`src/rtl/rv32_decode_pkg.sv`:
```
// rv32_decode_pkg: shared constants and types for the RV32I(M) decode stage.
//   ONEHOT_W        width of the one-hot operation vector
//   OP_*            7-bit major opcodes
//   IDX_*           bit positions of each operation inside the one-hot vector
//   decoded_t       registered payload handed to the execute stage
//   stage_state_e   occupancy state of the two-entry skid buffer
package rv32_decode_pkg;

  localparam int unsigned ONEHOT_W = 47;

  localparam logic [6:0] OP_LUI    = 7'b0110111;
  localparam logic [6:0] OP_AUIPC  = 7'b0010111;
  localparam logic [6:0] OP_JAL    = 7'b1101111;
  localparam logic [6:0] OP_JALR   = 7'b1100111;
  localparam logic [6:0] OP_BRANCH = 7'b1100011;
  localparam logic [6:0] OP_LOAD   = 7'b0000011;
  localparam logic [6:0] OP_STORE  = 7'b0100011;
  localparam logic [6:0] OP_IMM    = 7'b0010011;
  localparam logic [6:0] OP_REG    = 7'b0110011;
  localparam logic [6:0] OP_SYSTEM = 7'b1110011;

  // R-type ALU
  localparam int unsigned IDX_ADD  = 0;
  localparam int unsigned IDX_SUB  = 1;
  localparam int unsigned IDX_XOR  = 2;
  localparam int unsigned IDX_OR   = 3;
  localparam int unsigned IDX_AND  = 4;
  localparam int unsigned IDX_SLL  = 5;
  localparam int unsigned IDX_SRL  = 6;
  localparam int unsigned IDX_SRA  = 7;
  localparam int unsigned IDX_SLT  = 8;
  localparam int unsigned IDX_SLTU = 9;
  // I-type ALU
  localparam int unsigned IDX_ADDI  = 10;
  localparam int unsigned IDX_XORI  = 11;
  localparam int unsigned IDX_ORI   = 12;
  localparam int unsigned IDX_ANDI  = 13;
  localparam int unsigned IDX_SLLI  = 14;
  localparam int unsigned IDX_SRLI  = 15;
  localparam int unsigned IDX_SRAI  = 16;
  localparam int unsigned IDX_SLTI  = 17;
  localparam int unsigned IDX_SLTIU = 18;
  // Loads and stores
  localparam int unsigned IDX_LB  = 19;
  localparam int unsigned IDX_LH  = 20;
  localparam int unsigned IDX_LW  = 21;
  localparam int unsigned IDX_LBU = 22;
  localparam int unsigned IDX_LHU = 23;
  localparam int unsigned IDX_SB  = 24;
  localparam int unsigned IDX_SH  = 25;
  localparam int unsigned IDX_SW  = 26;
  // Branches
  localparam int unsigned IDX_BEQ  = 27;
  localparam int unsigned IDX_BNE  = 28;
  localparam int unsigned IDX_BLT  = 29;
  localparam int unsigned IDX_BGE  = 30;
  localparam int unsigned IDX_BLTU = 31;
  localparam int unsigned IDX_BGEU = 32;
  // Jumps, upper immediates, system
  localparam int unsigned IDX_JAL    = 33;
  localparam int unsigned IDX_JALR   = 34;
  localparam int unsigned IDX_LUI    = 35;
  localparam int unsigned IDX_AUIPC  = 36;
  localparam int unsigned IDX_ECALL  = 37;
  localparam int unsigned IDX_EBREAK = 38;
  // M extension
  localparam int unsigned IDX_MUL    = 39;
  localparam int unsigned IDX_MULH   = 40;
  localparam int unsigned IDX_MULHSU = 41;
  localparam int unsigned IDX_MULHU  = 42;
  localparam int unsigned IDX_DIV    = 43;
  localparam int unsigned IDX_DIVU   = 44;
  localparam int unsigned IDX_REM    = 45;
  localparam int unsigned IDX_REMU   = 46;

  typedef struct packed {
    logic [ONEHOT_W-1:0] instructions;
    logic [4:0]          rs1_addr;
    logic [4:0]          rs2_addr;
    logic [4:0]          rd_addr;
    logic                rd_we;
    logic [31:0]         imm;
    logic [31:0]         pc;
    logic                illegal;
  } decoded_t;

  typedef enum logic [1:0] {
    StEmpty,
    StFull,
    StSkid
  } stage_state_e;

endpackage

```
`src/rtl/instr_decode_stage_if.sv`:
```
// instr_decode_stage_if: fetch-side and execute-side handshakes of the decode stage.
//   in_valid/in_ready/in_instr/in_pc          fetch -> decode
//   out_valid/out_ready/out_*                 decode -> execute
// Modports: slave = the decode stage, master = the surrounding pipeline / bench.
interface instr_decode_stage_if;
  import rv32_decode_pkg::*;

  logic                in_valid;
  logic                in_ready;
  logic [31:0]         in_instr;
  logic [31:0]         in_pc;

  logic                out_valid;
  logic                out_ready;
  logic [ONEHOT_W-1:0] out_instructions;
  logic [4:0]          out_rs1_addr;
  logic [4:0]          out_rs2_addr;
  logic [4:0]          out_rd_addr;
  logic                out_rd_we;
  logic [31:0]         out_imm;
  logic [31:0]         out_pc;
  logic                out_illegal;

  modport slave (
    input  in_valid, in_instr, in_pc, out_ready,
    output in_ready, out_valid, out_instructions, out_rs1_addr, out_rs2_addr,
           out_rd_addr, out_rd_we, out_imm, out_pc, out_illegal
  );

  modport master (
    output in_valid, in_instr, in_pc, out_ready,
    input  in_ready, out_valid, out_instructions, out_rs1_addr, out_rs2_addr,
           out_rd_addr, out_rd_we, out_imm, out_pc, out_illegal
  );

endinterface

```
`src/rtl/instr_decode_comb.sv`:
```
// instr_decode_comb: purely combinational RV32I(M) decode of one instruction.
//   instr_i  raw 32-bit instruction
//   pc_i     instruction address, forwarded unchanged
//   dec_o    decoded payload (one-hot op, register fields, immediate, illegal flag)
// Build option: define RV32M_EN to decode the M extension; otherwise those
// encodings are reported illegal and no M decode logic exists.
module instr_decode_comb
  import rv32_decode_pkg::*;
(
  input  logic [31:0] instr_i,
  input  logic [31:0] pc_i,
  output decoded_t    dec_o
);

  logic [6:0]          opcode;
  logic [2:0]          funct3;
  logic [6:0]          funct7;
  logic [4:0]          rd;
  logic [31:0]         imm_i, imm_s, imm_b, imm_j, imm_u, imm_sh;
  logic [ONEHOT_W-1:0] onehot;
  logic [31:0]         imm;
  logic                no_wb;
  logic                illegal;

  assign opcode = instr_i[6:0];
  assign funct3 = instr_i[14:12];
  assign funct7 = instr_i[31:25];
  assign rd     = instr_i[11:7];

  assign imm_i  = {{20{instr_i[31]}}, instr_i[31:20]};
  assign imm_s  = {{20{instr_i[31]}}, instr_i[31:25], instr_i[11:7]};
  assign imm_b  = {{19{instr_i[31]}}, instr_i[31], instr_i[7], instr_i[30:25], instr_i[11:8], 1'b0};
  assign imm_j  = {{11{instr_i[31]}}, instr_i[31], instr_i[19:12], instr_i[20], instr_i[30:21],
                   1'b0};
  assign imm_u  = {instr_i[31:12], 12'b0};
  assign imm_sh = {27'b0, instr_i[24:20]};

  always_comb begin
    onehot = '0;
    imm    = '0;
    no_wb  = 1'b0;
    case (opcode)
      OP_LUI: begin
        onehot[IDX_LUI] = 1'b1;
        imm = imm_u;
      end
      OP_AUIPC: begin
        onehot[IDX_AUIPC] = 1'b1;
        imm = imm_u;
      end
      OP_JAL: begin
        onehot[IDX_JAL] = 1'b1;
        imm = imm_j;
      end
      OP_JALR: begin
        imm = imm_i;
        if (funct3 == 3'b000) onehot[IDX_JALR] = 1'b1;
      end
      OP_BRANCH: begin
        imm   = imm_b;
        no_wb = 1'b1;
        case (funct3)
          3'b000:  onehot[IDX_BEQ]  = 1'b1;
          3'b001:  onehot[IDX_BNE]  = 1'b1;
          3'b100:  onehot[IDX_BLT]  = 1'b1;
          3'b101:  onehot[IDX_BGE]  = 1'b1;
          3'b110:  onehot[IDX_BLTU] = 1'b1;
          3'b111:  onehot[IDX_BGEU] = 1'b1;
          default: ;
        endcase
      end
      OP_LOAD: begin
        imm = imm_i;
        case (funct3)
          3'b000:  onehot[IDX_LB]  = 1'b1;
          3'b001:  onehot[IDX_LH]  = 1'b1;
          3'b010:  onehot[IDX_LW]  = 1'b1;
          3'b100:  onehot[IDX_LBU] = 1'b1;
          3'b101:  onehot[IDX_LHU] = 1'b1;
          default: ;
        endcase
      end
      OP_STORE: begin
        imm   = imm_s;
        no_wb = 1'b1;
        case (funct3)
          3'b000:  onehot[IDX_SB] = 1'b1;
          3'b001:  onehot[IDX_SH] = 1'b1;
          3'b010:  onehot[IDX_SW] = 1'b1;
          default: ;
        endcase
      end
      OP_IMM: begin
        imm = imm_i;
        case (funct3)
          3'b000: onehot[IDX_ADDI]  = 1'b1;
          3'b010: onehot[IDX_SLTI]  = 1'b1;
          3'b011: onehot[IDX_SLTIU] = 1'b1;
          3'b100: onehot[IDX_XORI]  = 1'b1;
          3'b110: onehot[IDX_ORI]   = 1'b1;
          3'b111: onehot[IDX_ANDI]  = 1'b1;
          3'b001: begin
            imm = imm_sh;
            if (funct7 == 7'h00) onehot[IDX_SLLI] = 1'b1;
          end
          default: begin  // 3'b101
            imm = imm_sh;
            if (funct7 == 7'h00)      onehot[IDX_SRLI] = 1'b1;
            else if (funct7 == 7'h20) onehot[IDX_SRAI] = 1'b1;
          end
        endcase
      end
      OP_REG: begin
        case (funct7)
          7'h00: begin
            case (funct3)
              3'b000:  onehot[IDX_ADD]  = 1'b1;
              3'b001:  onehot[IDX_SLL]  = 1'b1;
              3'b010:  onehot[IDX_SLT]  = 1'b1;
              3'b011:  onehot[IDX_SLTU] = 1'b1;
              3'b100:  onehot[IDX_XOR]  = 1'b1;
              3'b101:  onehot[IDX_SRL]  = 1'b1;
              3'b110:  onehot[IDX_OR]   = 1'b1;
              default: onehot[IDX_AND]  = 1'b1;
            endcase
          end
          7'h20: begin
            if (funct3 == 3'b000)      onehot[IDX_SUB] = 1'b1;
            else if (funct3 == 3'b101) onehot[IDX_SRA] = 1'b1;
          end
`ifdef RV32M_EN
          7'h01: begin
            case (funct3)
              3'b000:  onehot[IDX_MUL]    = 1'b1;
              3'b001:  onehot[IDX_MULH]   = 1'b1;
              3'b010:  onehot[IDX_MULHSU] = 1'b1;
              3'b011:  onehot[IDX_MULHU]  = 1'b1;
              3'b100:  onehot[IDX_DIV]    = 1'b1;
              3'b101:  onehot[IDX_DIVU]   = 1'b1;
              3'b110:  onehot[IDX_REM]    = 1'b1;
              default: onehot[IDX_REMU]   = 1'b1;
            endcase
          end
`endif
          default: ;
        endcase
      end
      OP_SYSTEM: begin
        imm   = imm_i;
        no_wb = 1'b1;
        // Only the two exact encodings are accepted; CSR ops are not supported.
        if (instr_i[31:7] == 25'h0000000)      onehot[IDX_ECALL]  = 1'b1;
        else if (instr_i[31:7] == 25'h0002000) onehot[IDX_EBREAK] = 1'b1;
      end
      default: ;
    endcase
    // Compressed / non-32-bit encodings never decode, whatever the opcode table says.
    if (instr_i[1:0] != 2'b11) onehot = '0;
  end

  // Illegal is simply "no operation matched", so the vector and flag can never disagree.
  assign illegal = ~|onehot;

  assign dec_o.instructions = onehot;
  assign dec_o.rs1_addr     = instr_i[19:15];
  assign dec_o.rs2_addr     = instr_i[24:20];
  assign dec_o.rd_addr      = rd;
  assign dec_o.rd_we        = !illegal && !no_wb && (rd != 5'd0);
  assign dec_o.imm          = imm;
  assign dec_o.pc           = pc_i;
  assign dec_o.illegal      = illegal;

endmodule

```
`src/rtl/instr_decode_stage.sv`:
```
// instr_decode_stage: registered decode stage between fetch and execute.
//   clk, rst_n  clock, asynchronous active-low reset
//   flush       synchronous discard of both buffered entries (highest priority)
//   bus         instr_decode_stage_if.slave: fetch handshake in, decoded payload out
// Decoding happens before the register; a main register (M) and a skid register (S)
// let in_ready come straight from a flop, so execute backpressure never reaches fetch
// combinationally. Build option: RV32M_EN enables M-extension decode.
module instr_decode_stage
  import rv32_decode_pkg::*;
(
  input  logic                  clk,
  input  logic                  rst_n,
  input  logic                  flush,
  instr_decode_stage_if.slave   bus
);

  decoded_t     dec;
  decoded_t     m_q, m_d;
  decoded_t     s_q, s_d;
  stage_state_e state_q, state_d;
  logic         in_ready_q;
  logic         out_valid_q;
  logic         accept;
  logic         fire;

  instr_decode_comb u_decode (
    .instr_i (bus.in_instr),
    .pc_i    (bus.in_pc),
    .dec_o   (dec)
  );

  assign accept = bus.in_valid && in_ready_q;
  assign fire   = out_valid_q && bus.out_ready;

  always_comb begin
    state_d = state_q;
    m_d     = m_q;
    s_d     = s_q;
    unique case (state_q)
      StEmpty: begin
        if (accept) begin
          m_d     = dec;
          state_d = StFull;
        end
      end
      StFull: begin
        if (accept && fire) begin
          m_d = dec;
        end else if (fire) begin
          state_d = StEmpty;
        end else if (accept) begin
          s_d     = dec;
          state_d = StSkid;
        end
      end
      StSkid: begin
        if (fire) begin
          m_d     = s_q;
          state_d = StFull;
        end
      end
      default: state_d = StEmpty;
    endcase
    // M may still be overwritten on a flush cycle, but out_valid drops so it is never seen.
    if (flush) state_d = StEmpty;
  end

  always_ff @(posedge clk or negedge rst_n) begin
    if (!rst_n) begin
      state_q     <= StEmpty;
      m_q         <= '0;
      s_q         <= '0;
      in_ready_q  <= 1'b1;
      out_valid_q <= 1'b0;
    end else begin
      state_q     <= state_d;
      m_q         <= m_d;
      s_q         <= s_d;
      in_ready_q  <= (state_d != StSkid);
      out_valid_q <= (state_d != StEmpty);
    end
  end

  assign bus.in_ready         = in_ready_q;
  assign bus.out_valid        = out_valid_q;
  assign bus.out_instructions = m_q.instructions;
  assign bus.out_rs1_addr     = m_q.rs1_addr;
  assign bus.out_rs2_addr     = m_q.rs2_addr;
  assign bus.out_rd_addr      = m_q.rd_addr;
  assign bus.out_rd_we        = m_q.rd_we;
  assign bus.out_imm          = m_q.imm;
  assign bus.out_pc           = m_q.pc;
  assign bus.out_illegal      = m_q.illegal;

endmodule

```
`src/flat_wrapper.sv`:
```
// flat-port wrapper written by rule: the top's interface ports become plain ports
module instr_decode_stage_flat import rv32_decode_pkg::*;
  (clk, rst_n, flush, bus_in_valid, bus_in_instr, bus_in_pc, bus_out_ready, bus_in_ready, bus_out_valid, bus_out_instructions, bus_out_rs1_addr, bus_out_rs2_addr, bus_out_rd_addr, bus_out_rd_we, bus_out_imm, bus_out_pc, bus_out_illegal);
  instr_decode_stage_if bus_i ();
  input  logic clk;
  input  logic rst_n;
  input  logic flush;
  input wire logic [$bits(bus_i.in_valid)-1:0] bus_in_valid;
  input wire logic [$bits(bus_i.in_instr)-1:0] bus_in_instr;
  input wire logic [$bits(bus_i.in_pc)-1:0] bus_in_pc;
  input wire logic [$bits(bus_i.out_ready)-1:0] bus_out_ready;
  output wire logic [$bits(bus_i.in_ready)-1:0] bus_in_ready;
  output wire logic [$bits(bus_i.out_valid)-1:0] bus_out_valid;
  output wire logic [$bits(bus_i.out_instructions)-1:0] bus_out_instructions;
  output wire logic [$bits(bus_i.out_rs1_addr)-1:0] bus_out_rs1_addr;
  output wire logic [$bits(bus_i.out_rs2_addr)-1:0] bus_out_rs2_addr;
  output wire logic [$bits(bus_i.out_rd_addr)-1:0] bus_out_rd_addr;
  output wire logic [$bits(bus_i.out_rd_we)-1:0] bus_out_rd_we;
  output wire logic [$bits(bus_i.out_imm)-1:0] bus_out_imm;
  output wire logic [$bits(bus_i.out_pc)-1:0] bus_out_pc;
  output wire logic [$bits(bus_i.out_illegal)-1:0] bus_out_illegal;
  assign bus_i.in_valid = bus_in_valid;
  assign bus_i.in_instr = bus_in_instr;
  assign bus_i.in_pc = bus_in_pc;
  assign bus_i.out_ready = bus_out_ready;
  assign bus_in_ready = bus_i.in_ready;
  assign bus_out_valid = bus_i.out_valid;
  assign bus_out_instructions = bus_i.out_instructions;
  assign bus_out_rs1_addr = bus_i.out_rs1_addr;
  assign bus_out_rs2_addr = bus_i.out_rs2_addr;
  assign bus_out_rd_addr = bus_i.out_rd_addr;
  assign bus_out_rd_we = bus_i.out_rd_we;
  assign bus_out_imm = bus_i.out_imm;
  assign bus_out_pc = bus_i.out_pc;
  assign bus_out_illegal = bus_i.out_illegal;
  instr_decode_stage u_core (.clk(clk), .rst_n(rst_n), .flush(flush), .bus(bus_i));
endmodule
```
`config.mk`:
```
export PLATFORM = sky130hd
export DESIGN_NAME = instr_decode_stage_flat
export DESIGN_NICKNAME = d
export VERILOG_FILES = /design/src/rtl/rv32_decode_pkg.sv /design/src/rtl/instr_decode_stage_if.sv /design/src/rtl/instr_decode_comb.sv /design/src/rtl/instr_decode_stage.sv /design/src/flat_wrapper.sv
export SDC_FILE = /design/constraint.sdc
export NUM_CORES = 1
export LEC_CHECK = 0
export ABC_AREA = 1
export BUFFER_PORTS_ARGS = -buffer_cell sky130_fd_sc_hd__buf_2
export CAP_MARGIN = 20
export CORE_MARGIN = 10
export CORE_UTILIZATION = 58
export DETAILED_ROUTE_END_ITERATION = 8
export HOLD_SLACK_MARGIN = 0.08
export PLACE_DENSITY = 0.89
export RECOVER_POWER = 100
export SLEW_MARGIN = 20
export SYNTH_ARGS = -nofsm -noshare
export SYNTH_HDL_FRONTEND = slang
export SYNTH_HIERARCHICAL = 1
export SYNTH_SLANG_ARGS = --single-unit
```
`constraint.sdc`:
```
create_clock -name clk -period 1.64 [get_ports clk]
set_input_delay 0.164 -clock clk [delete_from_list [all_inputs] [get_ports clk]]
set_output_delay 0.164 -clock clk [all_outputs]
set_load 0.01 [all_outputs]
```
==> out/summary.txt <==
final hold slack -> 111.2 ps
Final GP Congestion -> 0.9641
Worst setup SP type -> primary input
Total Routing Usage GR -> 27.94%
fin nets -> 2127
VDD IR max -> 0.5916 mV
core area -> 22640 µm²
Root Driver -> clkbuf_16
Layout area overhead -> 20.10%
slew margin rel. -> 47.33%
hold crit path type -> primary input to register
DIE HEIGHT -> 171.8 µm
dpl hpwl -> 26860 µm
Worst Clk Skew -> 10.23 ps
die footprint -> 29530 µm²
dpl cells -> 2256
fin area -> 16060 µm²
crit path time final -> 1620 ps
area leader, netlist -> dfrtp_1
first-pass GRT wire length -> 67280 µm
layout cells sized above 1 -> 11.93%
Filler Cell Count -> 1735
worst r2r path cells -> 8
Post-DRT Antenna Nets -> 0
Via density -> 5.747
YS warnings -> 6
hold path cells -> 5
dpl ws -> -139.1 ps
most common cell after layout, fill and taps aside -> nand2_1
Distinct cells, synth -> 26
max-slew violation count -> 0
WL/cell -> 18.00 µm
Synth top area share -> 48.47%
status -> finished, final reports clean
reg2reg setup slack -> 30 ps
FFs w/ async S/R, synth -> 100.0%
routed wire length -> 42650 µm
top_reg_cell synth -> dfrtp_1
initial antenna violation count -> 5
Initial Utilization -> 59.05%
Worst R2R Start -> u_core/bus.in_ready
Worst-Skew Late Latency -> 550 ps
Hold Startpoint -> bus_in_instr[29]
syn avg cell area -> 7.255 µm²
first-pass iteration count of the detailed router -> 8
crit share post-route -> 98.76%
WS Path Type -> primary input to register
H-tree levels -> 1
Mapped Cells -> 1843
Hold Fails Final Rpt -> 0
clk sinks -> 260
final setup violation count -> 0
Synth Cell Area -> 13370 µm²
PwrDens -> 1143 nW/µm²
crit path DAT -> 2100 ps
via count -> 13615
row count -> 55
FMAX -> 617.4 MHz
initial DRC count -> 2043
Worst Setup End Kind -> register
fin cells -> 2369
fin util -> 70.93%
Die X -> 171.8 µm
post-synthesis sequential area ratio -> 48.67%
cts bufs inserted -> 28
Lkg Pwr -> 9.092 nW
Synth area leaders -> dfrtp_1 48%, nand2_1 27%, nand3_1 11%, buf_2 3.5%, buf_4 3.4%
Post-synth EDFFs -> 0
most frequent cells in the layout -> 947 x nand2_1, 277 x nand3_1, 258 x dfrtp_1
DRC viols -> 0
io pins -> 199
CP required -> 2120 ps
crit-path max FO -> 4
GR Overflow Total -> 0
CTS tree -> built
placed inst area -> 14740 µm²
Max Cap Viol -> 0
IO Port Bufs -> 198
clk buf depth -> 3
Worst-path clk slew -> 60 ps
FF+latch count, synth -> 260
worst-margin pin slew -> 790.1 ps
hold endpoint -> u_core/s_q[42]
largest net degree at the start of global routing -> 104
vias in the first global route -> 13416
reg2reg end -> u_core/bus.out_pc[4]
worst setup margin -> 20.37 ps
## Yosys cell counts, drive strengths merged (4+ instances only)
cell type	number
nand3	282
o211ai	10
nor3	6
nand2	960
nor2	71
clkbuf	7
buf	166
o21ai	14
dfrtp	259
inv	56
a21oi	4
## where the power goes
| part | internal [mW] | switching (mW) | total, mW |
|---|---|---|---|
| registers | 7.48 | 0.656 | 8.13 |
| logic | 1.28 | 2.66 | 3.95 |
| clock network | 3.67 | 2.60 | 6.27 |
| total | 12.4 | 5.92 | 18.3 |
## critical path, cell delays in order
cell	delay (ps)
dlygate4sd3_1	580
buf_2	170
inv_1	90
nand3_1	140
nor2_1	210
inv_1	90
nor4_1	250
buf_4	180
nand2_1	50
nand2_1	60
nand2_1	50
nand2_1	50
## routing by layer
layer / track usage [%] / routed length (µm) / up-vias
li1: - / - / 6132
met1: 35.03 / 15770 / 6355
met2: 44.87 / 19990 / 920
met3: 6.143 / 4827 / 206
met4: 13.87 / 2049 / 2
met5: 0 / 13 / -
## worst max path at each step
stage                                                 end  slack, ps  cells past startpoint           startpoint
after detailed placement             u_core/bus.out_rd_we       -140                     16      bus_in_instr[1]
after floorplan                    u_core/bus.out_imm[20]        180                     15      bus_in_instr[1]
after global placement               u_core/bus.out_rd_we        -60                     16      bus_in_instr[1]
after CTS                                  u_core/s_q[85]         80                      6  u_core/bus.in_ready
final                     u_core/bus.out_instructions[37]         20                     12     bus_in_instr[24]
after global routing                       u_core/s_q[19]        -20                      7  u_core/bus.in_ready
## registers in the layout (all words and copies together), names as in the netlist
name	cells
u_core/bus.out_illegal	1
u_core/bus.out_pc	32
u_core/s_q	128
u_core/bus.out_imm	32
u_core/bus.out_rs2_addr	5
u_core/bus.in_ready	1
u_core/bus.out_rs1_addr	5
u_core/bus.out_rd_we	1
u_core/bus.out_rd_addr	5
u_core/state_q	2
u_core/bus.out_instructions	47
u_core/bus.out_valid	1
## area by class of cell
type	count	area, µm²	area share (%)
flip-flops and latches	260	6511	40.55
multi-input cells	1361	5683	35.39
repair buffers	351	2367	14.74
clock buffers	43	838.3	5.221
well taps	285	356.6	2.221
inverters	56	215.2	1.340
clock inverters	8	73.82	0.4597
diodes	5	12.51	0.07792
## per-stage QoR
step,power [mW],TNS [ps]
2_1_floorplan,10.42,0
3_3_place_gp,11.81,-412.8
3_5_place_dp,11.97,-2396
4_1_cts,18.30,0
5_1_grt,19.17,-16.90
6_report,18.35,0
## repair_timing
item / CTS / global route
endpoints found under the hold margin: 360 / 0
setup buffers: 0 / 3
gates resized for setup: 0 / 12
hold buffers: 53 / 0
setup endpoints to repair: 0 / 7
## kinds of logic (layout without fill, tap and decap cells)
family	Yosys count	after routing	share of synthesized area, %
flip-flops	260	260	48.67
buffers and inverters	229	458	9.658
other	1	13	0.02805
AND/OR/NAND/NOR	1324	1324	40.33
AO/OA/AOI/OAI	29	29	1.310
Power figures use the tool's default switching activity.
